`config.mk`:
```
export PLATFORM = sky130hd
export DESIGN_NAME = char_buffer_controller
export DESIGN_NICKNAME = d
export VERILOG_FILES = /design/src/rtl/char_buffer_controller.sv
export SDC_FILE = /design/constraint.sdc
export NUM_CORES = 1
export LEC_CHECK = 0
export ABC_AREA = 1
export CAP_MARGIN = 20
export CORE_ASPECT_RATIO = 1.25
export CORE_MARGIN = 3
export CORE_UTILIZATION = 45
export CTS_CLUSTER_DIAMETER = 150
export CTS_CLUSTER_SIZE = 30
export DETAILED_ROUTE_END_ITERATION = 6
export PLACE_DENSITY = 0.71
export SLEW_MARGIN = 15
export SYNTH_ARGS = -nofsm -noshare
export SYNTH_HDL_FRONTEND = slang
export SYNTH_SLANG_ARGS = --single-unit
export TNS_END_PERCENT = 50
```
`constraint.sdc`:
```
create_clock -name clk -period 2.9 [get_ports clk]
set_input_delay 0.29 -clock clk [delete_from_list [all_inputs] [get_ports clk]]
set_output_delay 0.29 -clock clk [all_outputs]
set_load 0.05 [all_outputs]
```
`src/rtl/char_buffer_controller.sv`:
```
// Command-driven writer for the character buffer and scroll origin used by char_generator.
// Turns put-char / CR / LF / clear / goto commands into buffer writes and origin updates,
// tracks the cursor, and scrolls by advancing the circular-buffer origin.
module char_buffer_controller #(
    parameter int unsigned ROWS      = 24,
    parameter int unsigned COLS      = 80,
    parameter int unsigned ROW_BITS  = 5,
    parameter int unsigned COL_BITS  = 7,
    parameter int unsigned ADDR_BITS = 11,
    parameter logic [7:0]  FILL_CHAR = 8'h20
) (
    input  logic                 clk,
    input  logic                 clr,
    input  logic                 cmd_valid,
    output logic                 cmd_ready,
    input  logic [2:0]           cmd_op,
    input  logic [7:0]           cmd_data,
    input  logic [ROW_BITS-1:0]  cmd_row,
    input  logic [COL_BITS-1:0]  cmd_col,
    output logic [ADDR_BITS-1:0] buffer_waddr,
    output logic [7:0]           buffer_din,
    output logic                 buffer_wen,
    output logic [ADDR_BITS-1:0] buffer_first_char,
    output logic                 buffer_first_char_wen,
    output logic [ROW_BITS-1:0]  cursor_row,
    output logic [COL_BITS-1:0]  cursor_col,
    output logic                 busy
);

    localparam int unsigned BUF_SIZE = ROWS * COLS;

    localparam logic [2:0] OP_PUTC  = 3'd1;
    localparam logic [2:0] OP_CR    = 3'd2;
    localparam logic [2:0] OP_LF    = 3'd3;
    localparam logic [2:0] OP_CLEAR = 3'd4;
    localparam logic [2:0] OP_GOTO  = 3'd5;

    typedef enum logic [1:0] {IDLE, FILL, SEEK, WRAP} state_t;

    state_t               state;
    logic [ADDR_BITS-1:0] first_char;
    logic [ADDR_BITS-1:0] line_addr;
    logic [ADDR_BITS-1:0] fill_addr;
    logic [ADDR_BITS-1:0] cnt;

    logic                 accept;
    logic                 scroll_now;
    logic [ADDR_BITS-1:0] cell_addr;
    logic [ROW_BITS-1:0]  row_tgt;
    logic [COL_BITS-1:0]  col_tgt;

    // Modular add for operands below BUF_SIZE and a step of at most COLS.
    function automatic logic [ADDR_BITS-1:0] wrap_add(input logic [ADDR_BITS-1:0] a,
                                                       input logic [ADDR_BITS-1:0] b);
        logic [ADDR_BITS:0] s;
        s = {1'b0, a} + {1'b0, b};
        if (s >= (ADDR_BITS+1)'(BUF_SIZE))
            s = s - (ADDR_BITS+1)'(BUF_SIZE);
        return s[ADDR_BITS-1:0];
    endfunction

    // Command decode helpers: acceptance, scroll trigger, cell address and clamped goto target.
    always_comb begin
        accept     = cmd_valid && cmd_ready && (state == IDLE);
        scroll_now = (state == WRAP) ||
                     (accept && (cmd_op == OP_LF) && (cursor_row == ROW_BITS'(ROWS-1)));
        cell_addr  = wrap_add(line_addr, ADDR_BITS'(cursor_col));
        row_tgt    = (cmd_row > ROW_BITS'(ROWS-1)) ? ROW_BITS'(ROWS-1) : cmd_row;
        col_tgt    = (cmd_col > COL_BITS'(COLS-1)) ? COL_BITS'(COLS-1) : cmd_col;
    end

    // Controller state machine with registered outputs.
    always_ff @(posedge clk) begin
        if (clr) begin
            state                 <= IDLE;
            first_char            <= '0;
            line_addr             <= '0;
            fill_addr             <= '0;
            cnt                   <= '0;
            cmd_ready             <= 1'b0;
            buffer_waddr          <= '0;
            buffer_din            <= '0;
            buffer_wen            <= 1'b0;
            buffer_first_char     <= '0;
            buffer_first_char_wen <= 1'b0;
            cursor_row            <= '0;
            cursor_col            <= '0;
            busy                  <= 1'b0;
        end else begin
            buffer_wen            <= 1'b0;
            buffer_first_char_wen <= 1'b0;
            case (state)
                IDLE: begin
                    cmd_ready <= 1'b1;
                    busy      <= 1'b0;
                    if (accept) begin
                        case (cmd_op)
                            OP_PUTC: begin
                                buffer_wen   <= 1'b1;
                                buffer_waddr <= cell_addr;
                                buffer_din   <= cmd_data;
                                if (cursor_col < COL_BITS'(COLS-1)) begin
                                    cursor_col <= cursor_col + COL_BITS'(1);
                                end else begin
                                    cursor_col <= '0;
                                    if (cursor_row < ROW_BITS'(ROWS-1)) begin
                                        cursor_row <= cursor_row + ROW_BITS'(1);
                                        line_addr  <= wrap_add(line_addr, ADDR_BITS'(COLS));
                                    end else begin
                                        // Park one cycle so the char write and fill never share the port.
                                        state     <= WRAP;
                                        cmd_ready <= 1'b0;
                                        busy      <= 1'b1;
                                    end
                                end
                            end
                            OP_CR: cursor_col <= '0;
                            OP_LF: begin
                                if (cursor_row < ROW_BITS'(ROWS-1)) begin
                                    cursor_row <= cursor_row + ROW_BITS'(1);
                                    line_addr  <= wrap_add(line_addr, ADDR_BITS'(COLS));
                                end
                            end
                            OP_CLEAR: begin
                                first_char            <= '0;
                                buffer_first_char     <= '0;
                                buffer_first_char_wen <= 1'b1;
                                line_addr             <= '0;
                                cursor_row            <= '0;
                                cursor_col            <= '0;
                                buffer_wen            <= 1'b1;
                                buffer_waddr          <= '0;
                                buffer_din            <= FILL_CHAR;
                                fill_addr             <= ADDR_BITS'(1);
                                cnt                   <= ADDR_BITS'(BUF_SIZE-1);
                                state                 <= FILL;
                                cmd_ready             <= 1'b0;
                                busy                  <= 1'b1;
                            end
                            OP_GOTO: begin
                                cursor_row <= row_tgt;
                                cursor_col <= col_tgt;
                                line_addr  <= first_char;
                                if (row_tgt != '0) begin
                                    cnt       <= ADDR_BITS'(row_tgt);
                                    state     <= SEEK;
                                    cmd_ready <= 1'b0;
                                    busy      <= 1'b1;
                                end
                            end
                            default: ;
                        endcase
                    end
                end
                FILL: begin
                    if (cnt != '0) begin
                        buffer_wen   <= 1'b1;
                        buffer_waddr <= fill_addr;
                        buffer_din   <= FILL_CHAR;
                        fill_addr    <= wrap_add(fill_addr, ADDR_BITS'(1));
                        cnt          <= cnt - ADDR_BITS'(1);
                    end else begin
                        state     <= IDLE;
                        cmd_ready <= 1'b1;
                        busy      <= 1'b0;
                    end
                end
                SEEK: begin
                    line_addr <= wrap_add(line_addr, ADDR_BITS'(COLS));
                    cnt       <= cnt - ADDR_BITS'(1);
                    if (cnt == ADDR_BITS'(1)) begin
                        state     <= IDLE;
                        cmd_ready <= 1'b1;
                        busy      <= 1'b0;
                    end
                end
                default: ;
            endcase

            // Scroll: old origin becomes the bottom line, origin advances one row, bottom line is blanked.
            if (scroll_now) begin
                line_addr             <= first_char;
                first_char            <= wrap_add(first_char, ADDR_BITS'(COLS));
                buffer_first_char     <= wrap_add(first_char, ADDR_BITS'(COLS));
                buffer_first_char_wen <= 1'b1;
                buffer_wen            <= 1'b1;
                buffer_waddr          <= first_char;
                buffer_din            <= FILL_CHAR;
                fill_addr             <= wrap_add(first_char, ADDR_BITS'(1));
                cnt                   <= ADDR_BITS'(COLS-1);
                state                 <= FILL;
                cmd_ready             <= 1'b0;
                busy                  <= 1'b1;
            end
        end
    end

endmodule

```
==> results of run 1 <==
==> power by group through the flow <==
| stage | combinational [mW] | sequential [mW] | clock [mW] |
|---|---|---|---|
| floorplan | 1.65 | 1.84 | 0 |
| global placement | 2.60 | 1.53 | 0 |
| detailed placement | 2.65 | 1.54 | 0 |
| CTS | 2.67 | 1.53 | 1.23 |
| global route | 2.97 | 1.57 | 1.28 |
| finish | 2.68 | 1.53 | 1.22 |
==> synth_stat cells, drive strengths merged (10+ instances only) <==
| library cell | count | share of area [%] |
|---|---|---|
| ha | 27 | 6.7 |
| nor3 | 14 | 1.6 |
| nand4 | 11 | 1.4 |
| buf | 13 | 1.7 |
| a31oi | 15 | 1.9 |
| inv | 101 | 7.6 |
| nand3 | 47 | 5.2 |
| nand2 | 137 | 10 |
| a211oi | 10 | 1.5 |
| nor2 | 77 | 6.3 |
| o21ai | 74 | 7.3 |
| nand3b | 10 | 1.5 |
| clkbuf | 10 | 0.74 |
| xor2 | 13 | 2.2 |
| a21oi | 80 | 8.1 |
| dfxtp | 74 | 29 |
==> path summary, 6_finish.rpt <==
kind | from | endpoint | slack [ps]
max | state[0] | line_addr[6] | 280
min | buffer_din[6] | buffer_din[6] | 470
max reg2reg | state[0] | line_addr[6] | 280
min reg2reg | buffer_din[6] | buffer_din[6] | 470
==> registers in the layout (all words and copies together) (netlist names), 2 cells and up <==
signal        count
first_char        7
fill_addr        11
state             2
buffer_waddr     11
cnt              11
line_addr         8
cursor_col        7
cursor_row        5
buffer_din        8
==> worst max-delay path: cells and delay by family (launching register included) <==
family / cells / cell delay, ps
simple gates: 5 / 930
buf+inv: 4 / 580
compound gates: 2 / 390
flops: 1 / 330
fa+ha+maj: 1 / 230
==> routing by layer <==
layer	vias to the layer above	track usage, %	part of all wire [%]
li1	2675	-	-
met1	2501	27.41	41
met2	187	39.86	50
met3	36	5.322	5.8
met4	0	9.624	2.7
met5	-	0	0
==> kinds of logic (layout without fill, tap and decap cells) <==
logic type	after synthesis	count (layout)	share of synthesized area [%]
AO/OA/AOI/OAI	203	203	22.41
XOR/XNOR	18	18	3.110
adder cells (fa/ha/maj)	28	28	7.058
buffers and inverters	126	190	10.19
flip-flops	74	74	29.22
other	1	4	0.07397
AND/OR/NAND/NOR	309	309	27.94
==> area by class of cell <==
type	instances	area share, %
inverter	103	6.372
multi-input combinational	562	50.00
clock buffer	11	3.937
sequential	74	24.03
timing repair buffer	72	11.75
clock inverter	4	1.238
tap	132	2.679
==> impl_metrics.env, run 1 <==
export IMPL_cts_resized=0
export IMPL_first_pass_iters=5
export IMPL_insertion_delay_ps=340
export IMPL_synth_edff_count=0
export IMPL_setup_viol=0
export IMPL_layout_cells_most_common="nand2_1"
export IMPL_pwr_share_seq_pct=28.1
export IMPL_multi_input_area_sq_um=3083
export IMPL_p_per_area_nw_per_um2=880.8
export IMPL_grt_pass1_vias=5115
export IMPL_syn_to_final_growth_pct=21.62
export IMPL_combPwrFrac_pct=49.4
export IMPL_crit_fanout=18
export IMPL_nFillCells=1020
export IMPL_crit_top_cell="nand4_1"
export IMPL_grt_pass1_wl_microns=23850
export IMPL_overflow=0
export IMPL_finalCriticalPeriod_ps=2621
export IMPL_clockRootBuffer="clkbuf_16"
export IMPL_grt_max_degree=26
export IMPL_cts_buffer_depth=2
export IMPL_ys_async_sr_fraction_pct=0
export IMPL_cts_tree="yes"
export IMPL_place_congestion=0.9223
export IMPL_arrival_ps=2830
export IMPL_nets=876
export IMPL_whs_ps=474.8
export IMPL_drive_above_1_share_pct=6.053
export IMPL_hold_class="reg2reg"
export IMPL_critPathKind="reg2reg"
export IMPL_drc_errors=0
export IMPL_cts_sinks=74
export IMPL_start_util_pct=47.06
export IMPL_cap_viol_max_count=0
export IMPL_synth_cell_types=49
export IMPL_numCtsBuffers=9
export IMPL_maxSlewViolCount=0
export IMPL_netlist_area_sq_um=5070
export IMPL_portBuffers=67
export IMPL_regArea_sq_um=1481
export IMPL_cts_setup_buffers=0
export IMPL_num_antenna_cells=0
export IMPL_layout_common_cells="135 x nand2_1, 94 x inv_1, 79 x a21oi_1, 74 x dfxtp_1, 70 x nor2_1"
export IMPL_hold_viol=0
export IMPL_p_sw_mw=2.495
export IMPL_syn_avg_cell_area_sq_um=6.680
export IMPL_via_per_inst=5.636
export IMPL_hold_buffers=0
export IMPL_worst_setup_path_start_kind="flop"
export IMPL_power_frac_clock_pct=22.5
export IMPL_antenna_found_initial=0
export IMPL_max_freq_mhz=381.5
export IMPL_dieArea_sq_um=12580
export IMPL_ios=72
export IMPL_core_sq_um=10770
export IMPL_grt_use_total_pct=23.25
export IMPL_die_width_microns=100.9
export IMPL_tns_ps=0
export IMPL_final_cells=958
export IMPL_reg2reg_depth=12
export IMPL_holdPathStages=2
export IMPL_seq_area_frac_synth_pct=29.22
export IMPL_drt_iter0_drc=413
export IMPL_rsz0062_at_grt="no"
export IMPL_syn_inst=759
export IMPL_endpoint_kind="flop"
export IMPL_place_ws_ps=113.8
export IMPL_antenna_left=0
export IMPL_design_area_sq_um=6166
export IMPL_path_clk_slew_ps=60
export IMPL_p_int_mw=2.936
export IMPL_place_inst=943
export IMPL_dpl_instance_area_sq_um=5847
export IMPL_rows=42
export IMPL_cpPeakStageDelay_ps=450
export IMPL_fp_dieH_microns=124.7
export IMPL_synth_ff_type="dfxtp_1"
export IMPL_fin_util_pct=57.24
export IMPL_worstMarginPinSlew_ps=795.8
export IMPL_vdd_ir_drop_worst_v=0.0005068
export IMPL_timing_final_ws_setup_ps=278.9
export IMPL_power_total_mw=5.431
export IMPL_critical_path_cell_chain="inv_1 > ha_1 > inv_2 > nor2_4 > nand3_2 > nand2_4 > buf_4 > inv_4 > nand4_1 > nand4_1 > o21ai_0 > a21oi_1"
export IMPL_routed_wirelength_microns=14510
export IMPL_period_share_pct=90.38
export IMPL_swShare_pct=45.94
export IMPL_htreeDepth=3
export IMPL_status="completed"
export IMPL_max_slew_margin_pct=46.59
export IMPL_ys_ff_latch=74
export IMPL_worst_endpoint_required_ps=3110
export IMPL_place_hpwl_microns=11080
export IMPL_yosys_warnings=0
export IMPL_worst_path_max_delay_cell="nand4_1"
export IMPL_via_count=5399
export IMPL_leakagePower_nw=2.623
export IMPL_wl_per_cell_microns=15.14
export IMPL_skew_ps=9.122
(Power assumes the default switching activity.)
==> run 2: changes to the inputs <==
--- a/config.mk
+++ b/config.mk
@@ -6,5 +6,5 @@
 export NUM_CORES = 1
 export LEC_CHECK = 0
-export ABC_AREA = 1
+export ABC_AREA = 0
 export CAP_MARGIN = 20
 export CORE_ASPECT_RATIO = 1.25
@@ -14,5 +14,5 @@
 export CTS_CLUSTER_SIZE = 30
 export DETAILED_ROUTE_END_ITERATION = 6
-export PLACE_DENSITY = 0.71
+export PLACE_DENSITY = 0.7
 export SLEW_MARGIN = 15
 export SYNTH_ARGS = -nofsm -noshare
==> constraint.sdc (replaced) <==
create_clock -name clk -period 2.9 [get_ports clk]
set_input_delay 0.435 -clock clk [delete_from_list [all_inputs] [get_ports clk]]
set_output_delay 0.435 -clock clk [all_outputs]
set_load 0.05 [all_outputs]
==> run 2 against run 1 <==
  * Utilization fell by 0.27 points
  * Sequential cell count did not move
  * Critical path depth fell by 3
  * Global-route usage rose by 1.1 points
  * Via count rose by 9.3%
  * Synthesized cell count fell by 4.5%
  * Maximum frequency fell by 4.3%
  * Hold slack got worse by 24 ps
  * First-iteration DRC count rose by 0.73%
  * Final cell count fell by 0.63%
  * Sequential share of layout area fell by 2.0 points
  * Routed wire length rose by 15%
  * Critical endpoint is now buffer_waddr[8]
  * Highest routed layer unchanged
==> impl_metrics.env, run 2 <==
export IMPL_worstMarginPinSlew_ps=732.5
export IMPL_grt_pass1_vias=5520
export IMPL_final_cells=952
export IMPL_drive_above_1_share_pct=8.470
export IMPL_syn_to_final_growth_pct=22.30
export IMPL_synth_area_top_cells="dfxtp_1 27%, a21oi_1 6.3%, ha_1 6.2%, nor2_1 4.7%, nand2_1 4.2%"
export IMPL_max_freq_mhz=365.0
export IMPL_synth_ff_type="dfxtp_1"
export IMPL_numCtsBuffers=9
export IMPL_via_per_inst=6.197
export IMPL_cpPeakStageDelay_ps=430
export IMPL_netlist_area_sq_um=5488
export IMPL_clockRootBuffer="clkbuf_16"
export IMPL_portBuffers=67
export IMPL_seq_area_frac_synth_pct=26.99
export IMPL_combPwrFrac_pct=50.7
export IMPL_grt_pass1_wl_microns=27250
export IMPL_fp_dieH_microns=129.5
export IMPL_regArea_sq_um=1481
export IMPL_dieArea_sq_um=13560
export IMPL_cts_buffer_depth=2
export IMPL_cts_sinks=74
export IMPL_dpl_instance_area_sq_um=6376
export IMPL_yosys_warnings=0
export IMPL_drt_iter0_drc=416
export IMPL_period_share_pct=94.47
export IMPL_max_slew_margin_pct=51.12
export IMPL_via_count=5900
export IMPL_layout_common_cells="74 x dfxtp_1, 69 x a21oi_1, 68 x nor2_1, 66 x clkdlybuf4s50_1, 61 x nand2_1"
export IMPL_synth_cell_types=82
export IMPL_critPathKind="reg2reg"
export IMPL_p_sw_mw=2.566
export IMPL_ios=72
export IMPL_worst_endpoint_required_ps=3170
export IMPL_place_congestion=0.8999
export IMPL_htreeDepth=3
export IMPL_layout_cells_most_common="dfxtp_1"
export IMPL_nets=840
export IMPL_start_util_pct=46.58
export IMPL_rsz0062_at_grt="no"
export IMPL_place_inst=936
export IMPL_ys_async_sr_fraction_pct=0
export IMPL_hold_viol=0
export IMPL_grt_max_degree=49
export IMPL_leakagePower_nw=2.500
export IMPL_num_antenna_cells=0
export IMPL_vdd_ir_drop_worst_v=0.0004420
export IMPL_synth_edff_count=0
export IMPL_crit_top_cell="ha_1"
export IMPL_endpoint_kind="flop"
export IMPL_cts_setup_buffers=0
export IMPL_routed_wirelength_microns=16700
export IMPL_ys_ff_latch=74
export IMPL_status="completed"
export IMPL_core_sq_um=11780
export IMPL_cap_viol_max_count=0
export IMPL_wl_per_cell_microns=17.54
export IMPL_tns_ps=0
export IMPL_worst_path_max_delay_cell="fa_1"
export IMPL_first_pass_iters=5
export IMPL_p_per_area_nw_per_um2=848.7
export IMPL_cts_tree="yes"
export IMPL_hold_buffers=0
export IMPL_reg_top3="buffer_waddr: 11 flops, cnt: 11 flops, fill_addr: 11 flops"
export IMPL_path_clk_slew_ps=60
export IMPL_finalCriticalPeriod_ps=2740
export IMPL_cts_resized=0
export IMPL_syn_inst=725
export IMPL_synth_top_area_share_pct=26.99
export IMPL_arrival_ps=3010
export IMPL_place_hpwl_microns=12230
export IMPL_multi_input_area_sq_um=3717
export IMPL_overflow=0
export IMPL_die_width_microns=104.8
export IMPL_antenna_found_initial=0
export IMPL_skew_ps=7.903
export IMPL_synthTopCellsByCount="74 x dfxtp_1, 69 x a21oi_1, 68 x nor2_1"
export IMPL_insertion_delay_ps=350
export IMPL_power_frac_clock_pct=22.1
export IMPL_swShare_pct=45.04
export IMPL_maxSlewViolCount=0
export IMPL_antenna_left=0
export IMPL_hold_class="reg2reg"
export IMPL_design_area_sq_um=6711
export IMPL_setup_viol=0
export IMPL_pwr_share_seq_pct=27.2
export IMPL_crit_fanout=6
export IMPL_p_int_mw=3.131
export IMPL_grt_use_total_pct=24.33
export IMPL_worst_setup_path_start_kind="flop"
export IMPL_drc_errors=0
export IMPL_yosysTopAreaCell="dfxtp_1"
export IMPL_yosysMostFrequentCell="dfxtp_1"
export IMPL_rows=44
export IMPL_nFillCells=1110
export IMPL_syn_avg_cell_area_sq_um=7.569
export IMPL_critical_path_cell_chain="ha_1 > fa_1 > a211oi_2 > o21a_1 > o311ai_1 > ha_1 > mux2i_1 > a311o_1 > a31oi_1"
run 2: changes by cell type after synthesis, moves of 8 or more:
cell      delta
inv_1       -74
nand2_1     -74
clkbuf_1    +27
o21ai_0     -23
and3_1      +12
a21oi_1     -10
o211ai_1    +10
mux2i_1      +9
xnor2_1      +9
a22oi_1      +8
nand4_1      -8
o21ai_1      +8
xor2_1       -8
run 2: worst paths after layout:
kind | startpoint | endpoint | slack [ps] | depth (start not counted)
min | buffer_din[6] | buffer_din[6] | 450 | 2
max reg2reg | line_addr[2] | buffer_waddr[8] | 160 | 9
min reg2reg | buffer_din[6] | buffer_din[6] | 450 | 2
max | line_addr[2] | buffer_waddr[8] | 160 | 9
run 2: power groups by stage:
| stage | Combinational, mW | Sequential [mW] | Clock, mW |
|---|---|---|---|
| floorplan | 1.89 | 1.68 | 0 |
| global placement | 2.79 | 1.55 | 0 |
| detailed placement | 2.84 | 1.56 | 0 |
| CTS | 2.86 | 1.54 | 1.26 |
| global route | 3.17 | 1.58 | 1.31 |
| finish | 2.89 | 1.55 | 1.26 |
run 2: cell type report:
class	instances	area share (%)
flip-flops and latches	74	22.07
clock buffers	12	3.822
multi-input cells	582	55.39
inverters	20	1.119
clock inverters	4	1.100
repair buffers	99	13.50
well taps	161	3.001
run 2: logic make-up (layout without fill, tap and decap cells):
logic type | after synthesis | after routing | synth area share, %
flops | 74 | 74 | 26.99
xor+xnor | 19 | 19 | 3.032
compound gates | 267 | 267 | 33.11
mux | 10 | 10 | 1.847
fa+ha+maj | 28 | 28 | 6.521
buf+inv | 72 | 135 | 5.563
simple gates | 254 | 254 | 22.87
other cells | 1 | 4 | 0.06833
run 2: per-stage QoR:
step	worst slack [ps]	hold WS, ps	power (mW)	utilization [%]
global placement	160.9	440.0	4.335	54.12
CTS	79.32	459.2	5.662	56.92
detailed placement	92.64	451.0	4.402	54.12
global route	17.33	485.3	6.055	56.97
finish	160.3	450.4	5.696	56.97
floorplan	100.8	449.4	3.571	-
run 2: worst max-delay path, delay by kind of cell (launching register included):
kind	cells	cell delay (ps)
AOI/OAI and AO/OA	5	1170
adders and majority gates	3	1050
DFF	1	370
muxes	1	70
run 2: per-layer routing:
layer / wire length (microns) / global-route usage (%)
met2: 7941 / 40.91
met5: 0 / 0
met4: 380 / 10.04
met3: 970 / 3.488
met1: 7404 / 31.46
==> run 3: changes to the inputs <==
Settings changed: PLACE_DENSITY 0.7 to unset, PLACE_DENSITY_LB_ADDON set to 0.08.
==> run 3 against run 2 <==
  * Cell area grew 0.41%
  * Sequential share of layout area fell by 0.090 points
  * Via count fell by 1.3%
  * Register-to-register slack better by 50 ps
  * Non-clock buffer count increased by 6
  * Sequential cell count unchanged
  * Clock-buffer cell count is 1 higher
  * Global-route usage increased by 0.90 points
  * Critical path type unchanged
  * Critical endpoint unchanged
  * Largest cell class unchanged
  * Largest power group unchanged
==> impl_metrics.env, run 3 (synthesized netlist as in run 2, its figures left out) <==
export IMPL_vdd_ir_drop_worst_v=0.0004007
export IMPL_place_hpwl_microns=12540
export IMPL_hold_viol=0
export IMPL_endpoint_kind="flop"
export IMPL_cap_viol_max_count=0
export IMPL_final_cells=957
export IMPL_insertion_delay_ps=340
export IMPL_use_met1_pct=31.88
export IMPL_grt_use_total_pct=25.23
export IMPL_antenna_left=0
export IMPL_max_freq_mhz=372.0
export IMPL_drc_errors=0
export IMPL_ios=72
export IMPL_whs_ps=453.3
export IMPL_rows=44
export IMPL_start_util_pct=46.58
export IMPL_cts_sinks=74
export IMPL_timing_final_ws_setup_ps=211.5
export IMPL_arrival_ps=2960
export IMPL_nets=846
export IMPL_maxSlewViolCount=0
export IMPL_grtUsageMet3_pct=5.282
export IMPL_routed_wirelength_microns=16950
export IMPL_path_clk_slew_ps=60
export IMPL_power_total_mw=5.653
export IMPL_overflow=0
export IMPL_first_pass_iters=5
export IMPL_via_count=5822
export IMPL_rsz0062_at_grt="no"
export IMPL_leakagePower_nw=2.520
export IMPL_cts_setup_buffers=0
export IMPL_core_sq_um=11780
export IMPL_design_area_sq_um=6739
export IMPL_crit_fanout=6
export IMPL_max_slew_margin_pct=46.65
export IMPL_place_ws_ps=93.76
export IMPL_portBuffers=67
export IMPL_worst_setup_path_start_kind="flop"
export IMPL_status="completed"
export IMPL_antenna_found_initial=0
export IMPL_dpl_instance_area_sq_um=6421
export IMPL_grt_met2_usage_pct=42.99
export IMPL_grt_pass1_wl_microns=28030
export IMPL_skew_ps=7.463
export IMPL_cts_tree="yes"
export IMPL_via_per_inst=6.084
export IMPL_clockRootBuffer="clkbuf_16"
export IMPL_finalCriticalPeriod_ps=2688
export IMPL_drt_iter0_drc=390
export IMPL_grt_max_degree=49
export IMPL_place_inst=942
export IMPL_numCtsBuffers=9
export IMPL_drive_above_1_share_pct=9.171
export IMPL_p_per_area_nw_per_um2=838.8
export IMPL_setup_viol=0
export IMPL_grt_busiest_layer="met2"
export IMPL_die_width_microns=104.8
export IMPL_fin_util_pct=57.20
export IMPL_wl_per_cell_microns=17.71
export IMPL_layout_cells_most_common="dfxtp_1"
export IMPL_reg_top3="buffer_waddr: 11 flops, cnt: 11 flops, fill_addr: 11 flops"
export IMPL_period_share_pct=92.71
export IMPL_cts_buffer_depth=2
export IMPL_worst_endpoint_required_ps=3170
export IMPL_dieArea_sq_um=13560
export IMPL_htreeDepth=3
export IMPL_hold_class="reg2reg"
export IMPL_syn_to_final_growth_pct=22.80
export IMPL_layout_common_cells="74 x dfxtp_1, 69 x a21oi_1, 68 x nor2_1, 66 x clkdlybuf4s50_1, 61 x nand2_1"
export IMPL_fp_dieH_microns=129.5
export IMPL_critPathKind="reg2reg"
export IMPL_worstMarginPinSlew_ps=799.4
export IMPL_num_antenna_cells=0
export IMPL_place_congestion=0.8691
export IMPL_tns_ps=0
export IMPL_grt_pass1_vias=5613
## run 3: cell types whose count changed in the layout (fill, tap and decap cells not counted), sizes merged
cell and delta:
buf +6, bufinv -1, clkinv -1, clkbuf +1
## run 3: final cells by class
type | count | area (sq um)
inverters | 20 | 75.07
well taps | 161 | 201.4
fillers | 1159 | 5042
repair buffers | 105 | 950.9
clock buffers | 13 | 270.3
clock inverters | 2 | 35.03
flip-flops and latches | 74 | 1481
multi-input cells | 582 | 3725
## run 3: final timing paths
path | startpoint | to | slack [ps] | cells after the start
max | line_addr[2] | buffer_waddr[8] | 210 | 9
min | buffer_din[0] | buffer_din[0] | 450 | 2
max reg2reg | line_addr[2] | buffer_waddr[8] | 210 | 9
min reg2reg | buffer_din[0] | buffer_din[0] | 450 | 2
## run 3: where the power goes
part	leakage (nW)	total [mW]	internal (mW)	switching (mW)
combinational	1.77	2.98	1.14	1.84
sequential	0.601	1.51	1.23	0.282
clock	0.152	1.16	0.731	0.433
total	2.52	5.65	3.10	2.55
## run 3: routing by layer
metal / up-vias / part of all wire [%]
met5: - / 0
met4: 0 / 2.2
met3: 31 / 5.7
met2: 197 / 48
met1: 2746 / 44
li1: 2848 / -
## run 3: worst max-delay path, stage by stage, from the launching register on
cell and delay (ps):
dfxtp_1 370, ha_1 230, fa_1 440, a211oi_2 330, o21a_1 210, o311ai_2 150, ha_1 350, mux2i_1 80
a311o_1 290, a31oi_1 170
## run 3: repair_timing
action / CTS / global route
endpoints found under the setup margin: 0 / 1
gates resized for setup: 0 / 2
hold buffers: 0 / 0
hold endpoints to repair: 0 / 0
